==> src/rtl/uart_auto_baud_if.sv <==
// rtl/uart_auto_baud_if.sv - control and status bundle between auto-baud detector and its host
interface uart_auto_baud_if;
    logic        start;
    logic        rx;
    logic        manual_load;
    logic [31:0] manual_division;
    logic [31:0] baud_division;
    logic        gen_rst;
    logic        busy;
    logic        done;
    logic        error;

    modport master (
        output start, rx, manual_load, manual_division,
        input  baud_division, gen_rst, busy, done, error
    );

    modport slave (
        input  start, rx, manual_load, manual_division,
        output baud_division, gen_rst, busy, done, error
    );
endinterface

==> src/rtl/uart_auto_baud.sv <==
// rtl/uart_auto_baud.sv - measures a 0x55 frame on rx and derives the baud-rate divisor
module uart_auto_baud #(
    parameter int unsigned DEFAULT_DIV = 867,
    parameter int unsigned DIV_MIN     = 15,
    parameter int unsigned TIMEOUT     = 1000000
) (
    input  logic             clk_i,
    input  logic             rst_ni,
    uart_auto_baud_if.slave  bus_io
);

    typedef enum logic [1:0] {
        IDLE       = 2'd0,
        WAIT_START = 2'd1,
        MEASURE    = 2'd2
    } state_t;

    state_t      state_q, state_d;
    logic [31:0] baud_q, baud_d;
    logic        gen_rst_q, gen_rst_d;
    logic        done_q, done_d;
    logic        error_q, error_d;
    logic        rx_prev_q;
    logic [31:0] meas_cnt_q, meas_cnt_d;
    logic [1:0]  edge_cnt_q, edge_cnt_d;
    logic [31:0] to_cnt_q, to_cnt_d;

    logic        fall;
    logic        timed_out;
    logic [32:0] div_w;
    logic        div_ok;

    assign fall      = rx_prev_q & ~bus_io.rx;
    assign timed_out = (to_cnt_q == 32'(TIMEOUT - 1));

    // T spans 8 bit times; +4 rounds to nearest before the divide by 8.
    assign div_w  = (({1'b0, meas_cnt_q} + 33'd4) >> 3) - 33'd1;
    assign div_ok = ~div_w[32] && (div_w[31:0] >= 32'(DIV_MIN));

    always_ff @(posedge clk_i or negedge rst_ni) begin
        if (!rst_ni) begin
            state_q    <= IDLE;
            baud_q     <= 32'(DEFAULT_DIV);
            gen_rst_q  <= 1'b1;
            done_q     <= 1'b0;
            error_q    <= 1'b0;
            rx_prev_q  <= 1'b1;
            meas_cnt_q <= '0;
            edge_cnt_q <= '0;
            to_cnt_q   <= '0;
        end else begin
            state_q    <= state_d;
            baud_q     <= baud_d;
            gen_rst_q  <= gen_rst_d;
            done_q     <= done_d;
            error_q    <= error_d;
            rx_prev_q  <= bus_io.rx;
            meas_cnt_q <= meas_cnt_d;
            edge_cnt_q <= edge_cnt_d;
            to_cnt_q   <= to_cnt_d;
        end
    end

    always_comb begin
        state_d    = state_q;
        baud_d     = baud_q;
        gen_rst_d  = 1'b0;
        done_d     = 1'b0;
        error_d    = 1'b0;
        meas_cnt_d = meas_cnt_q;
        edge_cnt_d = edge_cnt_q;
        to_cnt_d   = to_cnt_q;

        case (state_q)
            IDLE: begin
                if (bus_io.manual_load) begin
                    baud_d    = bus_io.manual_division;
                    gen_rst_d = 1'b1;
                end else if (bus_io.start) begin
                    state_d    = WAIT_START;
                    meas_cnt_d = '0;
                    edge_cnt_d = '0;
                    to_cnt_d   = '0;
                end
            end

            WAIT_START: begin
                to_cnt_d = to_cnt_q + 32'd1;
                if (fall) begin
                    meas_cnt_d = 32'd1;
                    edge_cnt_d = '0;
                    state_d    = MEASURE;
                end
                if (timed_out) begin
                    error_d = 1'b1;
                    state_d = IDLE;
                end
            end

            MEASURE: begin
                to_cnt_d   = to_cnt_q + 32'd1;
                meas_cnt_d = (meas_cnt_q == '1) ? meas_cnt_q : meas_cnt_q + 32'd1;
                if (fall && edge_cnt_q == 2'd3) begin
                    // Fourth fall after the start bit is the bit-7 fall: 8 bit times elapsed.
                    state_d = IDLE;
                    if (div_ok) begin
                        baud_d    = div_w[31:0];
                        gen_rst_d = 1'b1;
                        done_d    = 1'b1;
                    end else begin
                        error_d = 1'b1;
                    end
                end else begin
                    if (fall) begin
                        edge_cnt_d = edge_cnt_q + 2'd1;
                    end
                    if (timed_out) begin
                        error_d = 1'b1;
                        state_d = IDLE;
                    end
                end
            end

            default: state_d = IDLE;
        endcase
    end

    assign bus_io.baud_division = baud_q;
    assign bus_io.gen_rst       = gen_rst_q;
    assign bus_io.busy          = (state_q != IDLE);
    assign bus_io.done          = done_q;
    assign bus_io.error         = error_q;

endmodule
==> src/flat_wrapper.sv <==
// flat-port wrapper written by rule: the top's interface ports become plain ports
module uart_auto_baud_flat 
#(
    parameter int unsigned DEFAULT_DIV = 867,
    parameter int unsigned DIV_MIN     = 15,
    parameter int unsigned TIMEOUT     = 1000000
)
  (clk_i, rst_ni, bus_io_start, bus_io_rx, bus_io_manual_load, bus_io_manual_division, bus_io_baud_division, bus_io_gen_rst, bus_io_busy, bus_io_done, bus_io_error);
  uart_auto_baud_if bus_io_i ();
  input  logic clk_i;
  input  logic rst_ni;
  input wire logic [$bits(bus_io_i.start)-1:0] bus_io_start;
  input wire logic [$bits(bus_io_i.rx)-1:0] bus_io_rx;
  input wire logic [$bits(bus_io_i.manual_load)-1:0] bus_io_manual_load;
  input wire logic [$bits(bus_io_i.manual_division)-1:0] bus_io_manual_division;
  output wire logic [$bits(bus_io_i.baud_division)-1:0] bus_io_baud_division;
  output wire logic [$bits(bus_io_i.gen_rst)-1:0] bus_io_gen_rst;
  output wire logic [$bits(bus_io_i.busy)-1:0] bus_io_busy;
  output wire logic [$bits(bus_io_i.done)-1:0] bus_io_done;
  output wire logic [$bits(bus_io_i.error)-1:0] bus_io_error;
  assign bus_io_i.start = bus_io_start;
  assign bus_io_i.rx = bus_io_rx;
  assign bus_io_i.manual_load = bus_io_manual_load;
  assign bus_io_i.manual_division = bus_io_manual_division;
  assign bus_io_baud_division = bus_io_i.baud_division;
  assign bus_io_gen_rst = bus_io_i.gen_rst;
  assign bus_io_busy = bus_io_i.busy;
  assign bus_io_done = bus_io_i.done;
  assign bus_io_error = bus_io_i.error;
  uart_auto_baud #(.DEFAULT_DIV(DEFAULT_DIV), .DIV_MIN(DIV_MIN), .TIMEOUT(TIMEOUT)) u_core (.clk_i(clk_i), .rst_ni(rst_ni), .bus_io(bus_io_i));
endmodule
==> config.mk <==
export PLATFORM = sky130hd
export DESIGN_NAME = uart_auto_baud_flat
export DESIGN_NICKNAME = d
export VERILOG_FILES = /design/src/rtl/uart_auto_baud_if.sv /design/src/rtl/uart_auto_baud.sv /design/src/flat_wrapper.sv
export SDC_FILE = /design/constraint.sdc
export NUM_CORES = 1
export LEC_CHECK = 0
export ABC_AREA = 1
export BUFFER_PORTS_ARGS = -buffer_cell sky130_fd_sc_hd__buf_2
export CAP_MARGIN = 10
export CORE_MARGIN = 2
export CORE_UTILIZATION = 40
export CTS_BUF_LIST = sky130_fd_sc_hd__clkbuf_4 sky130_fd_sc_hd__clkbuf_8 sky130_fd_sc_hd__clkbuf_16
export DETAILED_ROUTE_END_ITERATION = 10
export PLACE_DENSITY = 0.62
export SYNTH_ARGS = -nofsm -noshare
export SYNTH_HDL_FRONTEND = slang
export SYNTH_SLANG_ARGS = --single-unit
==> constraint.sdc <==
create_clock -name clk_i -period 2.75 [get_ports clk_i]
set_input_delay 0.4125 -clock clk_i [delete_from_list [all_inputs] [get_ports clk_i]]
set_output_delay 0.4125 -clock clk_i [all_outputs]
set_load 0.02 [all_outputs]
Word level (Yosys, flattened, before mapping)

Cells that the tools add are included.
W data, S select, Z words.

Order comparisons: 1
Muxes and demuxes: 32
Eq/ne operators: 16
Bitwise operators: 3
Reductions and logical operators: 13
Add/sub/neg operators: 5

Operators by type and width:

| kind                    | number |
|---|---|
| $mux W32                | 7 |
| $pmux W32 S2            | 2 |
| $pmux W32 S3            | 1 |
| $add A32 B1 Y32 const B | 2 |
| $add A32 B3 Y33 const B | 1 |
| $eq A32 B20 Y1 const B  | 1 |
| $eq A32 B32 Y1 const B  | 1 |
| $ge A32 B4 Y1 const B   | 1 |
| $sub A30 B1 Y31 const B | 1 |
| $mux W2                 | 11 |
| $pmux W2 S3             | 2 |
| $ne A2 B2 Y1 const B    | 5 |
| $ne A2 B1 Y1 const B    | 4 |
| $reduce_and A4 Y1       | 2 |
| $mux W1                 | 7 |
| $ne A3 B1 Y1 const B    | 2 |
| $reduce_and A6 Y1       | 1 |
| $reduce_bool A2 Y1      | 3 |
| $reduce_and A5 Y1       | 1 |
| $eq A2 B2 Y1 const B    | 2 |
| $pmux W1 S2             | 2 |
| $reduce_and A3 Y1       | 1 |
| $reduce_bool A3 Y1      | 1 |
| $add A2 B1 Y2 const B   | 1 |
| 6 further kinds         | 8 |

Word-level logic and storage cells: 79
Register bits after elaboration: 104
Output and inout bits: 36
Bits of input ports: 37

Longest topological paths before layout

Gate-level depths: netlist of run 1.

Depth in word-level cells: 7
Mapped depth: 25
Mapped depth without buffers: 24

Least setup slack after synthesis of run 1

No wires, ideal clock.

Kind: register -> register
Start: register u_core.state_q[0]
End: register u_core.to_cnt_q[29]
Path slack: -52 ps
Library setup time: 88 ps
Required time: 2662 ps
Arrival time: 2714 ps
Path buffers: 0
Clock period less this slack: 2802 ps
Stages on the path, launching flop included: 18
Path through: dfrtp_1 inv_1 ha_1 inv_1 o21ai_0 a21oi_1 nand2_1 nor4_1 nand2_1 nor2_1 and3_1 nand2_1 nor2_1 nand2_1 nor2_1 nand2_1 nand2_1 nor3b_1

Word-level cells in the longest chain between the ends: 4
Elaborated cells between the ends (all ways): 9
Those cells by class: 4 x eq/ne; 1 x mux; 4 x reduce/logical

RTL lines:

| element                                      | line                 | RTL |
|---|---|---|
| start, declared                              | uart_auto_baud.sv:18 | `state_t state_q, state_d;` |
| start signal, assigned                       | uart_auto_baud.sv:52 | `state_q <= state_d;` |
| $eq A2 B1 Y1 or $eq A2 B2 Y1 (tied branches) | uart_auto_baud.sv:74 | `case (state_q)` |
| $reduce_or A2 Y1 (no source line)            | --                   |  |
| $reduce_bool A2 Y1 (no source line)          | --                   |  |
| $reduce_and A3 Y1 (no source line)           | --                   |  |
| end signal, assigned                         | uart_auto_baud.sv:60 | `to_cnt_q <= to_cnt_d;` |
| end, declared                                | uart_auto_baud.sv:26 | `logic [31:0] to_cnt_q, to_cnt_d;` |

Parallel ways exist; a longest one is shown, timed or not.
A chain may end at the register's enable or synchronous reset.

Final worst setup path of run 1

Start: register u_core.meas_cnt_q[2]
End: register u_core.baud_q[16] (netlist: u_core.bus_io.baud_division[16])

Word-level cells in the longest chain between the ends: 6
Elaborated cells between the ends (all ways): 10
Those cells by class: 2 x add/sub; 1 x order compare; 1 x eq/ne; 3 x mux; 1 x bitwise; 2 x reduce/logical

RTL lines:

| element                                     | line                 | RTL |
|---|---|---|
| start, declared                             | uart_auto_baud.sv:24 | `logic [31:0] meas_cnt_q, meas_cnt_d;` |
| start signal, assigned                      | uart_auto_baud.sv:58 | `meas_cnt_q <= meas_cnt_d;` |
| $add A32 B3 Y33 *                           | uart_auto_baud.sv:37 | `assign div_w = (({1'b0, meas_cnt_q} + 33'd4) >> 3) - 33'd1;` |
| $sub A30 B1 Y31 *                           | uart_auto_baud.sv:37 |  |
| $ge A32 B4 Y1 or $not A1 Y1 (tied branches) | uart_auto_baud.sv:38 | `assign div_ok = ~div_w[32] && (div_w[31:0] >= 32'(DIV_MIN));` |
| $logic_and A1 B1 Y1                         | uart_auto_baud.sv:38 |  |
| $ne A2 B1 Y1 (no source line)               | --                   |  |
| $reduce_and A4 Y1 (no source line)          | --                   |  |
| end signal, assigned                        | uart_auto_baud.sv:43 | `baud_q <= 32'(DEFAULT_DIV);` |
| end signal, assigned                        | uart_auto_baud.sv:53 | `baud_q <= baud_d;` |
| end, declared                               | uart_auto_baud.sv:19 | `logic [31:0] baud_q, baud_d;` |

Mark *: on every way between the ends. The rest lies on a longest branch, timed or not. The select of a mux whose other input is x is not followed.

==> results of run 1 <==
-- timing repair --
action,in CTS,in global routing
gates cloned,5,1
pin swaps,23,77
resized for setup,111,118
hold buffers,0,0
endpoints found under the setup margin,42,58
buffers inserted,21,16
-- worst paths after layout --
kind	start	to	depth (start not counted)
max	u_core.meas_cnt_q[2]$_DFFE_PN0P_	u_core.bus_io.baud_division[16]$_DFFE_PN0P_	22
min	rst_ni	u_core.meas_cnt_q[11]$_DFFE_PN0P_	1
max reg2reg	u_core.meas_cnt_q[2]$_DFFE_PN0P_	u_core.bus_io.baud_division[16]$_DFFE_PN0P_	22
min reg2reg	u_core.bus_io.baud_division[5]$_DFFE_PN1P_	u_core.bus_io.baud_division[5]$_DFFE_PN1P_	2
max in group asynchronous	rst_ni	u_core.meas_cnt_q[7]$_DFFE_PN0P_	2
min in group clk_i	bus_io_rx	u_core.rx_prev_q$_DFF_PN1_	1
-- cells in the mapped netlist (8+ instances only) --
cell	number	area, µm²
a21oi_1	45	225
clkbuf_1	12	45.0
dfrtp_1	96	2400
dfstp_2	8	210
ha_1	10	125
inv_1	116	435
inv_2	10	37.5
nand2_1	449	1690
nand2_2	44	275
nand3_1	100	500
nand4_1	14	87.6
nor2_1	120	450
nor2_2	21	131
nor2_4	11	124
nor3_1	20	100
nor4_1	11	68.8
o21ai_0	58	290
xor2_1	8	70.1
-- sequential cells by signal, summed over array words and instances, names as in the netlist --
signal                       cells
u_core.rx_prev_q                 1
u_core.to_cnt_q                 32
u_core.bus_io.done               1
u_core.state_q                   2
u_core.meas_cnt_q               32
u_core.bus_io.gen_rst            1
u_core.bus_io.baud_division     32
u_core.bus_io.error              1
u_core.edge_cnt_q                2
-- placed cells by master, fill, tap and decap left out, types with 35 or more instances in the layout --
| cell | netlist | final |
|---|---|---|
| a21oi_1 | 45 | 41 |
| buf_2 | 4 | 71 |
| buf_4 | 1 | 230 |
| dfrtp_1 | 96 | 91 |
| inv_1 | 116 | 103 |
| nand2_1 | 449 | 380 |
| nand2_2 | 44 | 100 |
| nand3_1 | 100 | 86 |
| nor2_1 | 120 | 85 |
| nor2_4 | 11 | 35 |
| o21ai_0 | 58 | 50 |
-- layout make-up --
class                      instances  area share
clock buffer                       9      0.0196
clock inverter                     7     0.00829
multi-input combinational        968       0.469
inverter                         128      0.0421
sequential                       104       0.228
timing repair buffer             316       0.204
tap                              265      0.0289
-- through the flow --
step	cells	setup TNS (ps)	cell area, µm²	setup slack (ps)
floorplan	1218	0	7820	28.2
global placement	1738	-10860	9950	-346
detailed placement	1738	-11270	9950	-344
CTS	1780	-5410	11000	-194
global route	1797	-15930	11500	-506
finish	1797	-9050	11500	-306
-- logic make-up after synthesis --
kind of cell             count (synthesis)  synth area share
AO/OA/AOI/OAI                          136            0.0963
XOR/XNOR                                 9            0.0101
adder cells (fa/ha/maj)                 10            0.0160
buffers and inverters                  149            0.0789
flip-flops                             104             0.334
AND/OR/NAND/NOR                        810             0.465
-- per-layer routing --
layer	GRT usage	vias up	wire length, µm
li1	-	4537	-
met1	0.371	4196	12600
met2	0.416	291	12200
met3	0.0373	52	1540
met4	0.0712	0	687
met5	0	-	0
-- power breakdown --
group	switching [W]	total (W)	internal (W)
sequential	0.000210	0.00207	0.00186
combinational	0.00214	0.00347	0.00133
clock	0.000683	0.00142	0.000737
total	0.00304	0.00697	0.00393
==> run_results.csv, run 1 <==
group,metric,value,unit
yosys,synth_ff_type,"dfrtp_1",
setup_path,crit_arrival,3320,ps
setup_path,ff2ff_setup_slack,-310,ps
yosys,yosysWarningCount,0,
power,p_leak,6.05,nW
setup_path,end_kind,"flip-flop",
drt,ant_nets,0,
clocking,h-tree-depth,3,
floorplan,coreArea,0.0193,mm²
yosys,syn-num-nets,1265,
final_layout,multi_input_area,0.00538,mm²
sta,finalSetupViolations,35,
sta,holdWs,68.6,ps
setup_path,crit_required,3010,ps
sta,slew_violations,0,
worst_hold_path,min_path_type,"primary input to async pin",
setup_path,path_common_cell,"nand2_1",
setup_path,startpoint_type,"flip-flop",
drt,first_pass_iters,6,
place,port_buffers,72,
drt,drt_wl_total,27.0,mm
drt,drt_iter0_drc,719,
setup_path,worstSetupPathType,"flip-flop to flip-flop",
place,gp_congestion,0.972,
sta,worst_pin_slew,1410,ps
floorplan,io_pins,73,
yosys,ys_async_sr_fraction,1.00,
floorplan,fp.dieH,144,µm
setup_path,cp_top_family,"simple AND/OR/NAND/NOR gates",
power,total_power,0.00697,W
sta,clock_skew,13.2,ps
yosys,ys_ff_latch,104,
floorplan,die_area,0.0207,mm²
yosys,synth_area,0.00782,mm²
floorplan,die-width,144,µm
sta,period_minus_slack,3060,ps
final_layout,fin_util,0.593,
floorplan,floorplan.initialDensity,0.405,
floorplan,rows,51,
clocking,clk_pin_slew,90,ps
run_status,status,"complete, but fails checks",
flow_run,cap_violations,0,
global_routing,grt_pass1_vias,8562,
power,ir_drop,0.000373,V
global_routing,grt_use_total,0.261,
clocking,cts_tree,"built",
setup_path,cp_cell_sequence,"ha_4 > nand3_4 > buf_4 > xor2_4 > inv_2 > nand3_2 > nor2_4 > nand2_2 > nor2_4 > nand2_1 > nand2_2 > nand2_1 > nor2_1 > nand2_1 > nor2_1 > nand3_1 > nand2_2 > nand2_8 > buf_12 > buf_16 > nand3_1 > nand2_1",
final_layout,n_fill_cell,1795,
yosys,synth_edf_count,0,
place,dp_hpwl,19.8,mm
global_routing,grt_antenna_before_repair,0,
global_routing,overflow,0,
drt,drc,0,
drt,wl_per_cell,15.0,µm
sta,min_period_over_period,1.11,
clocking,cts.sinks,104,
final_layout,diodes,0,
run_status,violations,"negative setup slack",
clocking,cts-root-buf,"clkbuf_16",
final_layout,area_delta_synth_final,46.7,%
sta,final-hold-violation-count,0,
final_layout,final_nets,1574,
sta,fmax,327,MHz
yosys,syn_avg_cell_area,6.42,µm²
global_routing,grt_max_degree,55,
sta,rsz0062_at_grt,"yes",
power,p_per_area,607,mW/mm²
final_layout,regArea,0.00262,mm²
sta,relSlewSlack,0.0607,
final_layout,drive_above_1_share,0.396,
clocking,numCtsBuffers,9,
clocking,clock_latency,370,ps
yosys,synth_cells,1218,
setup_path,crit_path_max_fanout,8,
sta,worst_slack,-306,ps
drt,num_vias,9076,
setup_path,cpPeakStageDelay,420,ps
yosys,ys_seq_area_frac,0.334,
setup_path,path_buf_inv,4,
global_routing,grt_pass1_wl,42.5,mm
yosys,synth.distinct_cells,45,
setup_path,slowest_stage,"dfrtp_1",
drt,viasPerCell,5.05,
clocking,clock_path_buffers,2,
(Power assumes the default switching activity.)
==> run 2, diff against run 1 <==
- CTS_BUF_LIST: sky130_fd_sc_hd__clkbuf_4 sky130_fd_sc_hd__clkbuf_8 sky130_fd_sc_hd__clkbuf_16 -> sky130_fd_sc_hd__clkbuf_8
==> run 2 against run 1 <==
Effect of this change:
- the run still ends with negative setup slack left
- count of clock-buffer cells in the layout did not move
- first-iteration DRC count shrank 12%
- sequential cell count is the same
- wire length down 1.5%
- clock power decreased by 23%
- maximum frequency rose by 0.98%
==> run_results.csv, run 2 (synthesis results as in run 1) <==
group,metric,value,unit
floorplan,floorplan.initialDensity,0.405,
place,dp_slack,-344,ps
clocking,h-tree-depth,3,
drt,drt_wl_total,26.6,mm
clocking,cts_tree,"built",
floorplan,io_pins,73,
final_layout,drive_above_1_share,0.407,
global_routing,grt_pass1_vias,8584,
final_layout,area_delta_synth_final,46.9,%
sta,relSlewSlack,0.530,
place,dp_hpwl,19.8,mm
floorplan,coreArea,0.0193,mm²
floorplan,die_area,0.0207,mm²
final_layout,final_cell_count_no_fill,1809,
drt,drc,0,
place,gp_congestion,0.972,
sta,min_period_over_period,1.10,
setup_path,worstSetupPathType,"flip-flop to flip-flop",
setup_path,r2r-end,"u_core.bus_io.baud_division[13]$_DFFE_PN0P_",
global_routing,grt_antenna_before_repair,0,
run_status,violations,"negative setup slack",
clocking,numCtsBuffers,9,
sta,period_minus_slack,3030,ps
drt,wirelength_met1,12.5,mm
drt,first_pass_iters,5,
setup_path,crit_path_max_fanout,17,
place,dp_cells,1738,
final_layout,design_area,0.0115,mm²
drt,ant_nets,0,
drt,routed.top_layer,"met4",
power,ir_drop,0.000328,V
place,port_buffers,72,
global_routing,grt_pass1_wl,42.7,mm
sta,rsz0062_at_grt,"yes",
sta,slew_violations,0,
worst_hold_path,min_path_type,"primary input to async pin",
global_routing,grt_max_degree,55,
setup_path,rr_worst_depth,22,
power,p_leak,6.05,nW
power,p_per_area,570,mW/mm²
final_layout,diodes,0,
sta,worst_pin_slew,705,ps
run_status,status,"complete, but fails checks",
drt,drt_iter0_drc,633,
drt,viasPerCell,5.01,
place,place_area,0.00995,mm²
setup_path,crit_arrival,3320,ps
clocking,cts-root-buf,"clkbuf_8",
flow_run,cap_violations,0,
setup_path,r2r_start,"u_core.meas_cnt_q[3]$_DFFE_PN0P_",
drt,num_vias,9063,
sta,clock_skew,19.4,ps
sta,fmax,330,MHz
setup_path,ff2ff_setup_slack,-280,ps
drt,met2_length,12.2,mm
floorplan,fp.dieH,144,µm
global_routing,grt_use_total,0.262,
setup_path,end_kind,"flip-flop",
drt,wl_met3,1.42,mm
final_layout,final_common_cell,"nand2_1",
setup_path,startpoint_type,"flip-flop",
clocking,cts.sinks,104,
global_routing,overflow,0,
power,total_power,0.00655,W
final_layout,final_cell_mix,"381 x nand2_1, 244 x buf_4, 103 x inv_1",
sta,worst_slack,-276,ps
setup_path,crit_required,3050,ps
final_layout,final_nets,1586,
floorplan,die-width,144,µm
sta,finalSetupViolations,35,
clocking,clock_path_buffers,2,
clocking,clock_latency,410,ps
sta,final-hold-violation-count,0,
floorplan,rows,51,
clocking,clk_pin_slew,130,ps
drt,wl_per_cell,14.7,µm
[run 2: power by group]
part | switching (W) | internal [W] | leakage (nW)
Sequential | 0.000213 | 0.00186 | 1.37
Combinational | 0.00210 | 0.00128 | 4.58
Clock | 0.000647 | 0.000450 | 0.111
[run 2: area by class of cell]
| type | instances | area [µm²] |
|---|---|---|
| Clock inverter | 7 | 95.1 |
| Multi-Input combinational cell | 967 | 5440 |
| Inverter | 128 | 489 |
| Tap cell | 265 | 332 |
| Clock buffer | 9 | 124 |
| Timing Repair Buffer | 329 | 2400 |
| Sequential cell | 104 | 2620 |
| Fill cell | 1796 | 7840 |
[run 2: worst max-delay path, stage by stage (launching register included)]
cell and delay, ps:
dfrtp_1 430, buf_6 150, nand2_4 60, nor2_8 220, nand2_4 90, nor2_4 200
buf_4 160, nand2_1 50, nand2_1 180, nor2_2 80, nand2_1 110, nor2_4 60
nand3_1 90, nand2_1 60, nand2_1 90, nand3_2 80, nor2_1 110, nand3_1 110
nand2_2 140, nand2_8 110, buf_12 180, nand3_1 80, nand2_1 60
[run 2: timing repair]
action | CTS | global route
buffers inserted | 36 | 15
setup endpoints to repair | 43 | 58
hold endpoints to repair | 0 | 0
pin swaps | 42 | 64
gates cloned | 3 | 0
resized for setup | 160 | 86
hold buffers | 0 | 0
[run 2: worst max-delay path by stage]
stage / cells after the start / slack [ps] / endpoint / from
floorplan: 17 / 30 / u_core.to_cnt_q[29]$_DFFE_PN0P_ / u_core.state_q[0]$_DFFE_PN0P_
global placement: 20 / -350 / u_core.bus_io.baud_division[13]$_DFFE_PN0P_ / u_core.meas_cnt_q[15]$_DFFE_PN0P_
detailed placement: 23 / -340 / u_core.bus_io.baud_division[13]$_DFFE_PN0P_ / u_core.meas_cnt_q[2]$_DFFE_PN0P_
CTS: 25 / -170 / u_core.bus_io.baud_division[13]$_DFFE_PN0P_ / u_core.meas_cnt_q[2]$_DFFE_PN0P_
global route: 24 / -490 / u_core.bus_io.baud_division[7]$_DFFE_PN0P_ / u_core.meas_cnt_q[3]$_DFFE_PN0P_
finish: 22 / -280 / u_core.bus_io.baud_division[13]$_DFFE_PN0P_ / u_core.meas_cnt_q[3]$_DFFE_PN0P_
[run 2: routing by layer]
metal,vias up,track usage
met5,-,0
met4,0,0.0604
met3,29,0.0320
met2,253,0.425
met1,4217,0.372
li1,4564,-
[run 2: through the flow]
| stage | util | hold WS (ps) | setup TNS, ps |
|---|---|---|---|
| 2_1_floorplan | - | 117 | 0 |
| 3_3_place_gp | 0.515 | 449 | -10860 |
| 3_5_place_dp | 0.515 | 452 | -11270 |
| 4_1_cts | 0.572 | 29.0 | -3480 |
| 5_1_grt | 0.595 | 55.5 | -15810 |
| 6_report | 0.595 | 16.8 | -8450 |
